==> src/rtl/uart_pkg.sv <==
// Shared UART types and helpers.
//   tx_state_t : transmitter FSM encoding (IDLE, START, DATA, PARITY, STOP)
//   *_LVL      : serial line levels for idle, start and stop bits
//   frame_len  : clocks per frame for a given data width, baud divisor,
//                stop-bit count and parity-bit count
package uart_pkg;

  typedef enum logic [2:0] {
    IDLE   = 3'd0,
    START  = 3'd1,
    DATA   = 3'd2,
    PARITY = 3'd3,
    STOP   = 3'd4
  } tx_state_t;

  localparam logic TX_IDLE_LVL = 1'b1;
  localparam logic START_LVL   = 1'b0;
  localparam logic STOP_LVL    = 1'b1;

  // Total clocks from handshake to the end of the last stop bit.
  function automatic int unsigned frame_len(input int unsigned data_w,
                                            input int unsigned clks_per_bit,
                                            input int unsigned stop_bits,
                                            input int unsigned p);
    return clks_per_bit * (1 + data_w + p + stop_bits);
  endfunction

endpackage

==> src/rtl/uart_baud_tick.sv <==
// Bit-period timer for UART transmit/receive paths.
// Ports:
//   CLK   : clock
//   RESET : synchronous active-high reset
//   clr   : restart the bit period (counter returns to 0 at this edge)
//   tick  : registered, high during the last clock of each bit period
// Parameter CLKS_PER_BIT sets the period; 1 gives a tick every clock.
module uart_baud_tick #(
  parameter int unsigned CLKS_PER_BIT = 4
) (
  input  logic CLK,
  input  logic RESET,
  input  logic clr,
  output logic tick
);

  localparam int unsigned CNT_W = $clog2(CLKS_PER_BIT + 1);
  localparam logic [CNT_W-1:0] CNT_LAST = CNT_W'(CLKS_PER_BIT - 1);

  logic [CNT_W-1:0] cnt_q, cnt_d;
  logic             tick_q, tick_d;

  // Counter wraps at the last clock of a period; tick is precomputed from
  // the next count so it is registered yet aligned with that last clock.
  always_comb begin
    cnt_d = cnt_q;
    if (clr || (cnt_q == CNT_LAST)) begin
      cnt_d = '0;
    end else begin
      cnt_d = cnt_q + CNT_W'(1);
    end
    tick_d = (cnt_d == CNT_LAST);
  end

  always_ff @(posedge CLK) begin
    if (RESET) begin
      cnt_q  <= '0;
      tick_q <= 1'b0;
    end else begin
      cnt_q  <= cnt_d;
      tick_q <= tick_d;
    end
  end

  assign tick = tick_q;

endmodule

==> src/rtl/uart_tx_param.sv <==
// Parametrised UART transmitter: start bit, DATA_W data bits (MSB or LSB
// first), optional parity, STOP_BITS stop bits; each bit lasts CLKS_PER_BIT
// clocks. Valid/ready input handshake, no queueing.
// Ports:
//   CLK     : clock
//   RESET   : synchronous active-high reset
//   data    : word to send, sampled only on valid && ready
//   valid   : producer has a word
//   ready   : idle and able to accept a word (registered)
//   tx      : serial line, idle high (registered)
//   tx_done : one-cycle pulse at the end of the last stop bit (registered)
// Build option: define UART_TX_PARITY_EN to insert a parity bit after the
// data bits (even parity, or odd when PARITY_ODD=1).
module uart_tx_param
  import uart_pkg::*;
#(
  parameter int unsigned DATA_W       = 8,
  parameter int unsigned CLKS_PER_BIT = 4,
  parameter int unsigned STOP_BITS    = 1,
  parameter int unsigned MSB_FIRST    = 1,
  parameter int unsigned PARITY_ODD   = 0
) (
  input  logic              CLK,
  input  logic              RESET,
  input  logic [DATA_W-1:0] data,
  input  logic              valid,
  output logic              ready,
  output logic              tx,
  output logic              tx_done
);

  localparam int unsigned IDX_W = $clog2(DATA_W);
  localparam logic [IDX_W-1:0] IDX_FIRST =
    (MSB_FIRST != 0) ? IDX_W'(DATA_W - 1) : IDX_W'(0);
  localparam logic [IDX_W-1:0] IDX_LAST =
    (MSB_FIRST != 0) ? IDX_W'(0) : IDX_W'(DATA_W - 1);
  localparam logic STOP_LAST = 1'(STOP_BITS - 1);

  tx_state_t         state_q, state_d;
  logic [DATA_W-1:0] data_q, data_d;
  logic [IDX_W-1:0]  idx_q, idx_d;
  logic              stop_cnt_q, stop_cnt_d;
  logic              tx_q, tx_d;
  logic              ready_q, ready_d;
  logic              done_q, done_d;

  logic              tick;
  logic              baud_clr_c;
  logic [IDX_W-1:0]  idx_step_c;
  logic              parity_bit_c;

  // Holding the timer cleared while idle restarts the bit period exactly at
  // the handshake edge; clearing on each tick keeps bit boundaries aligned.
  assign baud_clr_c = (state_q == IDLE) || tick;

  uart_baud_tick #(
    .CLKS_PER_BIT(CLKS_PER_BIT)
  ) u_baud (
    .CLK  (CLK),
    .RESET(RESET),
    .clr  (baud_clr_c),
    .tick (tick)
  );

  // Next data-bit index in transmit order.
  assign idx_step_c = (MSB_FIRST != 0) ? (idx_q - IDX_W'(1)) : (idx_q + IDX_W'(1));

  assign parity_bit_c = (^data_q) ^ (PARITY_ODD != 0);

  // Next-state and registered-output logic; tx_d is the level of the bit
  // that starts at the coming edge.
  always_comb begin
    state_d    = state_q;
    data_d     = data_q;
    idx_d      = idx_q;
    stop_cnt_d = stop_cnt_q;
    tx_d       = tx_q;
    ready_d    = 1'b0;
    done_d     = 1'b0;

    case (state_q)
      IDLE: begin
        tx_d    = TX_IDLE_LVL;
        ready_d = 1'b1;
        if (valid && ready_q) begin
          state_d    = START;
          data_d     = data;
          idx_d      = IDX_FIRST;
          stop_cnt_d = 1'b0;
          tx_d       = START_LVL;
          ready_d    = 1'b0;
        end
      end

      START: begin
        if (tick) begin
          state_d = DATA;
          tx_d    = data_q[IDX_FIRST];
        end
      end

      DATA: begin
        if (tick) begin
          if (idx_q == IDX_LAST) begin
`ifdef UART_TX_PARITY_EN
            state_d = PARITY;
            tx_d    = parity_bit_c;
`else
            state_d = STOP;
            tx_d    = STOP_LVL;
`endif
          end else begin
            idx_d = idx_step_c;
            tx_d  = data_q[idx_step_c];
          end
        end
      end

      // Reachable only when parity is compiled in.
      PARITY: begin
        tx_d = parity_bit_c;
        if (tick) begin
          state_d = STOP;
          tx_d    = STOP_LVL;
        end
      end

      STOP: begin
        if (tick) begin
          if (stop_cnt_q == STOP_LAST) begin
            state_d = IDLE;
            tx_d    = TX_IDLE_LVL;
            ready_d = 1'b1;
            done_d  = 1'b1;
          end else begin
            stop_cnt_d = stop_cnt_q + 1'b1;
          end
        end
      end

      default: begin
        state_d = IDLE;
        tx_d    = TX_IDLE_LVL;
      end
    endcase
  end

  // State and output registers; reset abandons any frame in flight.
  always_ff @(posedge CLK) begin
    if (RESET) begin
      state_q    <= IDLE;
      data_q     <= '0;
      idx_q      <= '0;
      stop_cnt_q <= 1'b0;
      tx_q       <= TX_IDLE_LVL;
      ready_q    <= 1'b0;
      done_q     <= 1'b0;
    end else begin
      state_q    <= state_d;
      data_q     <= data_d;
      idx_q      <= idx_d;
      stop_cnt_q <= stop_cnt_d;
      tx_q       <= tx_d;
      ready_q    <= ready_d;
      done_q     <= done_d;
    end
  end

  assign ready   = ready_q;
  assign tx      = tx_q;
  assign tx_done = done_q;

endmodule

==> config.mk <==
export PLATFORM = sky130hd
export DESIGN_NAME = uart_tx_param
export DESIGN_NICKNAME = d
export VERILOG_FILES = /design/src/rtl/uart_pkg.sv /design/src/rtl/uart_baud_tick.sv /design/src/rtl/uart_tx_param.sv
export SDC_FILE = /design/constraint.sdc
export NUM_CORES = 1
export LEC_CHECK = 0
export ABC_CLOCK_PERIOD_IN_PS = 6210
export CAP_MARGIN = 15
export CORE_MARGIN = 4
export CORE_UTILIZATION = 33
export DETAILED_ROUTE_END_ITERATION = 8
export GPL_TIMING_DRIVEN = 0
export PLACE_DENSITY = 0.53
export SLEW_MARGIN = 10
export SYNTH_ARGS = -nofsm -noshare
export SYNTH_HDL_FRONTEND = slang
export SYNTH_SLANG_ARGS = --single-unit
==> constraint.sdc <==
create_clock -name CLK -period 6.21 [get_ports CLK]
set_input_delay 1.5525 -clock CLK [delete_from_list [all_inputs] [get_ports CLK]]
set_output_delay 1.5525 -clock CLK [all_outputs]
set_load 0.005 [all_outputs]
==> qor.csv <==
stage,metric,value,unit
finish,Inserted Diodes,0,
cts,post-CTS setup buffers,0,
global_route,Overall Global Routing Usage,11.87,%
global_route,initial antenna violation count,0,
setup_path,WP data arrival,1.22,ns
routing,DRC errors left,0,
min_path,Min-Delay Path Class,flip-flop to flip-flop,
setup_path,Crit. End Element,output port,
global_route,first-pass GRT wire length,3.808,mm
sta,Slew @ Worst Pin,0.4990,ns
flow_run,max cap viols,0,
pwr,Peak supply drop,0.00008923,V
cts,TritonCTS Buffers,3,
logic_synthesis,"area leader, netlist",dfxtp_1,
global_route,GRT Max-Usage Layer,met2,
routing,Post-DRT Antenna Nets,0,
setup_path,CP max FO,4,
cts,"Hold-fix buffers, CTS",0,
cts,Clk Tree Root Cell,clkbuf_4,
global_route,GR Util met1,13.38,%
sta,final clock skew,0.007799,ns
floorplanning,DIE HEIGHT,64.20,um
logic_synthesis,Synth Instances,109,
finish,register area,420.4,um^2
sta,unrepaired setup endpoints after global routing,false,
floorplanning,die width,64.20,um
cts,"Reg clk slew, reported paths",0.12,ns
place,Placer Congestion,0.7899,
logic_synthesis,top post-synthesis cells by area,"dfxtp_1, mux2i_1, xnor2_1",
sta,setup TNS after final layout,0,ns
global_route,vias in the first global route,878,
floorplanning,Core Area,3028,um^2
finish,P&R area growth vs syn,19.45,%
cts,clock net sink count,21,
routing,initial DRC count,33,
floorplanning,full die area,4122,um^2
global_route,Global Route met3 Usage,2.636,%
routing,Vias/cell,4.787,
setup_path,Crit-path slowest cell,clkdlybuf4s50_1,
sta,Fin. Hold Viols,0,
status,status,"complete, no violations",
sta,fin. max-slew vios,0,
place,# placed instances,165,
logic_synthesis,library cells used by synthesis,31,
logic_synthesis,post-synth top area share,40.34,%
global_route,GR Util met2,20.26,%
finish,share of cells above drive strength 1,14.40,%
cts,cells resized by post-CTS repair,0,
finish,final std cells w/o fill,169,
logic_synthesis,Syn Area/Cell,9.562,um^2
global_route,grt total ovfl,0,
routing,total number of vias,809,
finish,Fill cells,311,
cts,CTS tree,yes,
logic_synthesis,Synth warnings,0,
floorplanning,std cell rows,20,
cts,H-tree depth,1,
pwr,leak pwr,0.0004920,uW
floorplanning,Initial Util,34.42,%
floorplanning,Boundary Pins,14,
finish,area used by multi-input combinational logic,566.8,um^2
logic_synthesis,Synth Cell Area,1042,um^2
sta,f_max,0.3604,GHz
setup_path,"Req. time, crit path",4.66,ns
setup_path,critical path launch point type,flip-flop,
place,DP Wirelength,1.531,mm
global_route,largest net degree at the start of global routing,13,
setup_path,CP bufs+invs,1,
cts,worst-skew pair later-pin latency,0.31,ns
logic_synthesis,syn_nets,124,
routing,routed wire length,2.025,mm
finish,"Core Util, Final",41.12,%
pwr,Pwr per Cell Area,211.2,nW/um^2
sta,final critical-path share of the clock period,44.68,%
setup_path,Setup CP Type,flip-flop to output port,
finish,Layout Nets,141,
cts,Bufs on Longest Clock Path,2,
logic_synthesis,sequential fraction of the synthesis area,40.34,%
logic_synthesis,Seq cells post-synth,21,
sta,minimum clock period,2.775,ns
routing,DR WL/cell,11.98,um
sta,Max transition margin,66.48,%
setup_path,crit-path cells,clkdlybuf4s50_1,
sta,Final Setup Violations,0,
place,number of port buffers,12,
setup_path,Worst path top cell family by delay,buffers and inverters,
setup_path,Worst path max stage delay,0.52,ns
routing,Detailed Routing Iterations Pass 1,2,
==> state kept, by name (all words and copies together), names as in the netlist <==
register / flops
data_q: 8
idx_q: 3
ready: 1
state_q: 3
tx: 1
tx_done: 1
u_baud.cnt_q: 3
u_baud.tick: 1
==> metrics by stage <==
stage	power (uW)	worst slack, ns	hold WS [ns]	instance area [um^2]
finish	263.0	3.435	0.4664	1245
global route	280.6	3.344	0.4904	1245
global placement	197.5	3.260	0.4311	1217
floorplan	183.3	3.695	0.4175	1042
detailed placement	199.0	3.235	0.4437	1217
CTS	267.3	3.420	0.4617	1245
==> routing by layer <==
| layer | wire length (um) | part of all wire [%] | vias to the layer above |
|---|---|---|---|
| met2 | 984 | 49 | 15 |
| met5 | 0 | 0 | - |
| met1 | 913 | 45 | 376 |
| met4 | 64 | 3.2 | 0 |
| li1 | - | - | 411 |
| met3 | 63 | 3.1 | 7 |
==> synthesized netlist by cell type, drive strengths merged <==
| library cell | number |
|---|---|
| nand2b | 1 |
| mux2i | 8 |
| clkbuf | 2 |
| dfxtp | 21 |
| a21oi | 3 |
| nor4b | 1 |
| ha | 4 |
| and3 | 3 |
| nand3b | 4 |
| buf | 5 |
| nand3 | 1 |
| xnor2 | 8 |
| mux2 | 1 |
| or4 | 1 |
| nand2 | 4 |
| o32a | 1 |
| o221ai | 1 |
| or3 | 1 |
| inv | 6 |
| nor2 | 18 |
| a311oi | 2 |
| nor3b | 1 |
| o211ai | 2 |
| xor2 | 1 |
| o21ai | 1 |
| nor3 | 4 |
| mux4 | 2 |
| a211oi | 1 |
| a31o | 1 |
==> cell usage in the layout (no fill, tap or decap), types with 2 or more instances in the layout <==
cell type,instances
nand3b_1,4
mux2i_1,8
buf_2,5
nor2_1,18
clkbuf_4,3
xnor2_1,8
dfxtp_1,21
a21oi_1,3
mux4_2,2
and3_1,2
ha_1,4
inv_1,6
clkdlybuf4s50_1,12
clkbuf_1,2
a311oi_1,2
nand2_1,4
nor3_1,4
==> area by class of cell <==
| cell class | count | share of cell area (%) |
|---|---|---|
| Tap cell | 44 | 4.422 |
| Inverter | 6 | 1.809 |
| Clock inverter | 1 | 0.4020 |
| Sequential cell | 21 | 33.77 |
| Timing Repair Buffer | 12 | 9.648 |
| Clock buffer | 3 | 1.809 |
| Buffer | 7 | 2.613 |
| Multi-Input combinational cell | 75 | 45.53 |
==> power by group <==
group | total [uW] | internal [uW] | switching [uW]
clock | 68.1 | 24.1 | 44.0
combinational | 48.6 | 27.0 | 21.6
sequential | 146 | 141 | 5.36
total | 263 | 192 | 71.0
==> worst paths after layout <==
kind                                       from              end  slack (ns)  cells past startpoint
worst min-delay path            u_baud.cnt_q[0]  u_baud.cnt_q[0]        0.47                      1
worst min register to register  u_baud.cnt_q[0]  u_baud.cnt_q[0]        0.47                      1
worst max register to register         idx_q[0]               tx        3.98                      7
worst max-delay path                      ready            ready        3.44                      1
==> cells by family after synthesis <==
kind of cell,count (synthesis),synth area share (%)
AO/OA/AOI/OAI,12,9.963
XOR/XNOR,9,7.563
adder cells (fa/ha/maj),4,4.802
buffers and inverters,13,5.282
flip-flops,21,40.34
multiplexers,11,13.09
AND/OR/NAND/NOR,39,18.97
Note: power is estimated with default switching activity, not from simulation.
